### config.mk
export PLATFORM = sky130hd
export DESIGN_NAME = rst_seq_ctrl
export DESIGN_NICKNAME = d
export VERILOG_FILES = /design/src/rtl/rst_seq_ctrl_pkg.sv /design/src/rtl/sync_2ff.sv /design/src/rtl/rst_seq_ctrl.sv
export SDC_FILE = /design/constraint.sdc
export NUM_CORES = 1
export LEC_CHECK = 0
export BUFFER_PORTS_ARGS = -buffer_cell sky130_fd_sc_hd__buf_4
export CORE_ASPECT_RATIO = 0.7
export CORE_MARGIN = 2
export CORE_UTILIZATION = 60
export CTS_CLUSTER_SIZE = 10
export DETAILED_ROUTE_END_ITERATION = 8
export GPL_ROUTABILITY_DRIVEN = 0
export GPL_TIMING_DRIVEN = 0
export PLACE_DENSITY = 0.86
export SYNTH_ARGS = -nofsm -noshare
export SYNTH_HDL_FRONTEND = slang
export SYNTH_SLANG_ARGS = --single-unit
export TNS_END_PERCENT = 5
### constraint.sdc
create_clock -name i_clk -period 3.4 [get_ports i_clk]
set_input_delay 0.17 -clock i_clk [delete_from_list [all_inputs] [get_ports i_clk]]
set_output_delay 0.17 -clock i_clk [all_outputs]
set_load 0.02 [all_outputs]
### src/rtl/rst_seq_ctrl_pkg.sv
// Shared definitions for the power-up / reset sequencer: state codes,
// default 50 MHz cycle constants and the state-to-output decode.
package rst_seq_ctrl_pkg;

  // State codes; the numeric values are visible on seq_state.
  typedef enum logic [3:0] {
    ST_PLL_RST    = 4'd0,
    ST_WAIT_LOCK  = 4'd1,
    ST_CAM_PWR    = 4'd2,
    ST_CAM_RST    = 4'd3,
    ST_SDRAM      = 4'd4,
    ST_CAM_SETTLE = 4'd5,
    ST_CFG        = 4'd6,
    ST_RUN        = 4'd7
  } seq_state_e;

  // Default cycle counts for a 50 MHz oscillator.
  localparam int DEF_PLL_RST_CYC    = 16;
  localparam int DEF_CAM_PWDN_CYC   = 50_000;     // 1 ms
  localparam int DEF_CAM_RST_CYC    = 50_000;     // 1 ms
  localparam int DEF_CAM_SETTLE_CYC = 1_000_000;  // 20 ms
  localparam int DEF_TIMEOUT_CYC    = 2_000_000;  // 40 ms
  localparam int DEF_CNT_W          = 21;

  localparam logic [3:0] LOCK_LOSS_MAX = 4'hF;

  // Registered pin values, all decoded from a single state.
  typedef struct packed {
    logic pll_areset;
    logic cam_pwdn;
    logic cam_rst_n;
    logic sdram_rst_n;
    logic cfg_rst_n;
    logic disp_rst_n;
    logic seq_done;
  } seq_out_t;

  // Releases are cumulative, so each output is a threshold on the state code.
  function automatic seq_out_t decode_outputs(input seq_state_e st);
    seq_out_t o;
    o.pll_areset  = (st == ST_PLL_RST);
    o.cam_pwdn    = (st <= ST_CAM_PWR);
    o.cam_rst_n   = (st >= ST_SDRAM);
    o.sdram_rst_n = (st >= ST_SDRAM);
    o.cfg_rst_n   = (st >= ST_CFG);
    o.disp_rst_n  = (st == ST_RUN);
    o.seq_done    = (st == ST_RUN);
    return o;
  endfunction

endpackage

### src/rtl/sync_2ff.sv
// 1-bit two-flop synchronizer, asynchronously cleared to 0.
module sync_2ff (
  input  logic i_clk,
  input  logic i_rst_n,
  input  logic d,
  output logic q
);

  logic meta;

  // Shift the asynchronous input through two flops.
  always_ff @(posedge i_clk or negedge i_rst_n) begin
    if (!i_rst_n) begin
      meta <= 1'b0;
      q    <= 1'b0;
    end else begin
      // NOTE: non-blocking assignments make both flops sample their old
      // values on the same edge; blocking here would collapse the chain.
      meta <= d;
      q    <= meta;
    end
  end

endmodule

### src/rtl/rst_seq_ctrl.sv
// Power-up and reset sequencer for the camera-to-TFT system.
// Runs from the ungated board oscillator. Optional build macro
// RST_SEQ_TIMEOUT_EN bounds the WAIT_LOCK, SDRAM and CFG waits to
// TIMEOUT_CYC cycles and sets the sticky seq_err on expiry.
module rst_seq_ctrl
  import rst_seq_ctrl_pkg::*;
#(
  parameter int PLL_RST_CYC    = DEF_PLL_RST_CYC,
  parameter int CAM_PWDN_CYC   = DEF_CAM_PWDN_CYC,
  parameter int CAM_RST_CYC    = DEF_CAM_RST_CYC,
  parameter int CAM_SETTLE_CYC = DEF_CAM_SETTLE_CYC,
  parameter int TIMEOUT_CYC    = DEF_TIMEOUT_CYC,
  parameter int CNT_W          = DEF_CNT_W
) (
  input  logic       i_clk,
  input  logic       i_rst_n,
  input  logic       pll_locked,
  input  logic       sdram_init_done,
  input  logic       cam_cfg_done,
  output logic       pll_areset,
  output logic       cam_pwdn,
  output logic       cam_rst_n,
  output logic       sdram_rst_n,
  output logic       cfg_rst_n,
  output logic       disp_rst_n,
  output logic       seq_done,
  output logic [3:0] seq_state,
  output logic [3:0] lock_loss_cnt,
  output logic       seq_err
);

  localparam logic [CNT_W-1:0] LIM_PLL_RST    = CNT_W'(PLL_RST_CYC - 1);
  localparam logic [CNT_W-1:0] LIM_CAM_PWDN   = CNT_W'(CAM_PWDN_CYC - 1);
  localparam logic [CNT_W-1:0] LIM_CAM_RST    = CNT_W'(CAM_RST_CYC - 1);
  localparam logic [CNT_W-1:0] LIM_CAM_SETTLE = CNT_W'(CAM_SETTLE_CYC - 1);
  // Wait-state limit; only acted on when the timeout feature is built,
  // otherwise the comparison result is unused and optimises away.
  localparam logic [CNT_W-1:0] LIM_TIMEOUT    = CNT_W'(TIMEOUT_CYC - 1);

  logic lock_s, sdram_done_s, cfg_done_s;

  sync_2ff u_sync_lock  (.i_clk(i_clk), .i_rst_n(i_rst_n), .d(pll_locked),      .q(lock_s));
  sync_2ff u_sync_sdram (.i_clk(i_clk), .i_rst_n(i_rst_n), .d(sdram_init_done), .q(sdram_done_s));
  sync_2ff u_sync_cfg   (.i_clk(i_clk), .i_rst_n(i_rst_n), .d(cam_cfg_done),    .q(cfg_done_s));

  seq_state_e       state, state_nxt;
  logic [CNT_W-1:0] timer, timer_lim;
  logic             timer_hit;
  logic             lock_loss;
  logic             timeout;
  seq_out_t         outs;

  // Select the exit count for the current state; one comparator is shared.
  always_comb begin
    // NOTE: every always_comb output gets a default first so that no path
    // leaves it unassigned, which would infer a latch.
    timer_lim = LIM_TIMEOUT;
    case (state)
      ST_PLL_RST:    timer_lim = LIM_PLL_RST;
      ST_CAM_PWR:    timer_lim = LIM_CAM_PWDN;
      ST_CAM_RST:    timer_lim = LIM_CAM_RST;
      ST_CAM_SETTLE: timer_lim = LIM_CAM_SETTLE;
      default:       timer_lim = LIM_TIMEOUT;
    endcase
  end

  assign timer_hit = (timer == timer_lim);

  // Next-state logic; lock loss overrides any normal or timeout exit.
  always_comb begin
    state_nxt = state;
    lock_loss = 1'b0;
    timeout   = 1'b0;
    case (state)
      ST_PLL_RST:    if (timer_hit) state_nxt = ST_WAIT_LOCK;
      ST_WAIT_LOCK:  if (lock_s) state_nxt = ST_CAM_PWR;
`ifdef RST_SEQ_TIMEOUT_EN
                     else if (timer_hit) begin state_nxt = ST_PLL_RST; timeout = 1'b1; end
`endif
      ST_CAM_PWR:    if (timer_hit) state_nxt = ST_CAM_RST;
      ST_CAM_RST:    if (timer_hit) state_nxt = ST_SDRAM;
      ST_SDRAM:      if (sdram_done_s) state_nxt = ST_CAM_SETTLE;
`ifdef RST_SEQ_TIMEOUT_EN
                     else if (timer_hit) begin state_nxt = ST_PLL_RST; timeout = 1'b1; end
`endif
      ST_CAM_SETTLE: if (timer_hit) state_nxt = ST_CFG;
      ST_CFG:        if (cfg_done_s) state_nxt = ST_RUN;
`ifdef RST_SEQ_TIMEOUT_EN
                     else if (timer_hit) begin state_nxt = ST_PLL_RST; timeout = 1'b1; end
`endif
      ST_RUN:        state_nxt = ST_RUN;
      default:       state_nxt = ST_PLL_RST;
    endcase
    // Lock is expected to be low before CAM_PWR; after that it is an event.
    if (state >= ST_CAM_PWR && !lock_s) begin
      state_nxt = ST_PLL_RST;
      lock_loss = 1'b1;
      timeout   = 1'b0;
    end
  end

  // State register and shared timer, cleared on every transition.
  always_ff @(posedge i_clk or negedge i_rst_n) begin
    if (!i_rst_n) begin
      state <= ST_PLL_RST;
      timer <= '0;
    end else begin
      state <= state_nxt;
      timer <= (state_nxt != state) ? '0 : timer + CNT_W'(1);
    end
  end

  // Output register decoded from the next state: glitch-free, same edge as state.
  always_ff @(posedge i_clk or negedge i_rst_n) begin
    if (!i_rst_n) outs <= decode_outputs(ST_PLL_RST);
    else          outs <= decode_outputs(state_nxt);
  end

  // Saturating count of lock-loss re-sequences.
  always_ff @(posedge i_clk or negedge i_rst_n) begin
    if (!i_rst_n)                                 lock_loss_cnt <= '0;
    else if (lock_loss && lock_loss_cnt != LOCK_LOSS_MAX) lock_loss_cnt <= lock_loss_cnt + 4'd1;
  end

`ifdef RST_SEQ_TIMEOUT_EN
  logic seq_err_q;
  // Sticky timeout flag, cleared only by i_rst_n.
  always_ff @(posedge i_clk or negedge i_rst_n) begin
    if (!i_rst_n)     seq_err_q <= 1'b0;
    else if (timeout) seq_err_q <= 1'b1;
  end
  assign seq_err = seq_err_q;
`else
  assign seq_err = 1'b0;
  logic unused_timeout;
  assign unused_timeout = timeout;
`endif

  assign seq_state   = state;
  assign pll_areset  = outs.pll_areset;
  assign cam_pwdn    = outs.cam_pwdn;
  assign cam_rst_n   = outs.cam_rst_n;
  assign sdram_rst_n = outs.sdram_rst_n;
  assign cfg_rst_n   = outs.cfg_rst_n;
  assign disp_rst_n  = outs.disp_rst_n;
  assign seq_done    = outs.seq_done;

endmodule

==> metrics.cfg <==
[cts]
clock_tree.buffer_depth=2
cts-root-buf=clkbuf_8
htreeDepth=2
path_clk_slew_ns=0.07
cts_tree=yes
insertion_delay_ns=0.30
cts_setup_buffers=0
clkSinkCount=40
cts_inserted_buffers=5

[placed_design]
postPlaceCellArea_um2=2231
hpwlAfterDp_um=2908
dp_cells=263
port_buffers=19

[setup_path]
r2r_setup_slack_ns=0.94
cp-start-kind=register
crit_type=reg2reg
r2r-end=seq_state[1]$_DFF_PN0_
ff2ff_path_depth=6
reg2reg_from=seq_state[1]$_DFF_PN0_
end_kind=register
worst_ep_required_time_ns=3.57
cp.arrival_ns=2.64
cp_max_fo=10

[pwr]
p_leak_nw=1.032
p_per_area_nw_per_um2=454.5
vdd_drop_max_v=0.0003800

[timing]
max_freq_mhz=406.0
tightestPinTransition_ns=0.6724
rsz0062_at_grt=no
slew_headroom=0.5487
fin_hold_ws_ns=0.3520
min_period_ns=2.463
fin_setup_tns_ns=0
finalHoldViolations=0
finalClockSkew_ns=0.01146
drv_slew=0
finalSetupViolations=0
finalCritPeriodShare=0.7245

[hold_path]
holdPathEnd=u_sync_sdram.q$_DFF_PN0_
min-delay-start=u_sync_sdram.meta$_DFF_PN0_
min_path_type=reg2reg
min_path_cells=0

[die]
core_um2=3191
initial_utilization=0.6384
num_rows=17
die_h_um=52.75
die_area_um2=3885
ioPinCount=21
die_width_um=73.64

[synthesis]
synth-main-ff-cell=dfrtp_1
yosys_register_bits=40
ys_types=42
syn_inst=205
ys_seq_area_frac=0.4926
ys_async_sr_fraction=1.000
synth_most_common_cell=dfrtp_1
syn_area_per_cell_um2=9.936
synthTopCellsByCount=38 x dfrtp_1, 35 x nor2_1, 15 x xor2_1
synth.area.top_cells=dfrtp_1 47%, nor2_1 6.4%, xor2_1 6.4%, xnor2_1 3.4%, dfstp_2 2.6%
yosysWarnings=0
synth_top_area_cell=dfrtp_1
syn_area_um2=2037
synth_top_area_frac=0.4668
synth-edff-count=0

[detailed_routing]
drt_pre_antenna_iters=4
avgRoutedWirePerCell_um=15.09
vias=1621
drt-total-wl_um=4151
drtIter0Drc=167
drc=0
viasPerCell=5.895
postRouteAntennaNets=0

[flow_run]
drv_cap=0

[global_routing]
grt_pass1_vias=1485
grt_pass1_wl_um=7058
overflow=0
antenna_found_initial=0
grt_usage=0.2557
grt_max_degree=41

[cells_and_area]
post-route-util=0.7455
fin_area_um2=2379
drive_above_1_share=0.1603
layout.cells.non_filler=275
syn_to_final_growth_pct=16.77
nets=243
num-fill-cells=236
n_antenna_cell=0

[outcome]
status=finished clean

flip-flops by register name (all words and copies together), names as in the netlist:
signal / flops
u_sync_cfg.q: 1
u_sync_lock.q: 1
seq_done: 1
lock_loss_cnt: 4
u_sync_lock.meta: 1
u_sync_sdram.meta: 1
u_sync_sdram.q: 1
cfg_rst_n: 1
pll_areset: 1
seq_state: 4
cam_pwdn: 1
timer: 21
sdram_rst_n: 1
u_sync_cfg.meta: 1
worst max-delay path, cell delays in order (launching register included):
cell	delay, ns
dfrtp_1	0.44
clkbuf_1	0.25
nor4b_1	0.35
o21ai_0	0.21
a2111oi_4	0.58
o21ai_0	0.15
a221oi_1	0.36
metal layers:
metal	vias to the layer above	GRT usage	share of wire
met5	-	0	0
met4	0	0.09697	0.010
met3	7	0.08846	0.061
met2	52	0.3527	0.44
met1	782	0.3676	0.49
li1	780	-	-
layout make-up:
| type | instances | area [um2] | share of cell area |
|---|---|---|---|
| clock buffer | 6 | 72.57 | 0.03051 |
| sequential | 40 | 1003 | 0.4219 |
| tap | 38 | 47.55 | 0.01999 |
| inverter | 6 | 22.52 | 0.009469 |
| buffer | 13 | 75.07 | 0.03156 |
| timing repair buffer | 23 | 182.7 | 0.07680 |
| clock inverter | 2 | 35.03 | 0.01473 |
| multi-input combinational | 147 | 939.7 | 0.3951 |
how the worst max path moves through the flow:
| stage | slack (ns) | endpoint | startpoint | depth (start not counted) |
|---|---|---|---|---|
| after floorplan | 1.15 | timer[16]$_DFF_PN0_ | seq_state[2]$_DFF_PN0_ | 8 |
| after global placement | 1.0 | seq_state[1]$_DFF_PN0_ | seq_state[3]$_DFF_PN0_ | 6 |
| after detailed placement | 0.98 | timer[13]$_DFF_PN0_ | seq_state[3]$_DFF_PN0_ | 7 |
| after CTS | 0.94 | seq_state[1]$_DFF_PN0_ | seq_state[3]$_DFF_PN0_ | 6 |
| after global routing | 0.69 | seq_state[1]$_DFF_PN0_ | seq_state[2]$_DFF_PN0_ | 7 |
| final | 0.94 | seq_state[1]$_DFF_PN0_ | seq_state[1]$_DFF_PN0_ | 6 |
report_power, final:
group	leakage [nW]	internal (mW)	switching (mW)	total [mW]
Clock	0.0552	0.218	0.167	0.385
Sequential	0.525	0.508	0.0324	0.540
Combinational	0.452	0.0720	0.0845	0.156
Total	1.03	0.797	0.284	1.08
placed cells by master, fill, tap and decap left out, types with 3 or more instances in the layout:
cell type,instances
dfrtp_1,38
nor2_1,35
buf_4,24
xor2_1,15
nand3_1,9
nand2_1,9
clkbuf_1,8
a21oi_1,8
xnor2_1,8
inv_1,6
and4_1,6
nor4_1,5
nand4_1,5
o21ai_0,5
clkbuf_8,5
nor3_1,4
dlygate4sd3_1,4
or3_1,3
a211oi_1,3
cells by family (layout without fill, tap and decap cells):
kind of cell    Yosys count  after routing  share of synthesized area
compound gates           33             33                     0.1241
xor+xnor                 23             23                    0.09890
fa+ha+maj                 2              2                    0.01228
buf+inv                  19             50                    0.04791
flops                    40             40                     0.4926
mux                       2              2                    0.01106
other cells               1              2                   0.001841
simple gates             85             85                     0.2113
stage by stage:
step	power [mW]	setup WS, ns
after floorplan	0.6336	1.152
after global placement	0.6958	0.9989
after detailed placement	0.7039	0.9759
after CTS	1.088	0.9372
after global routing	1.132	0.6873
final	1.081	0.9367
repair_timing:
item,4_1_cts,5_1_grt
hold endpoints to repair,41,0
resized for setup,0,0
hold buffers,4,0
Power figures use the tool's default switching activity.
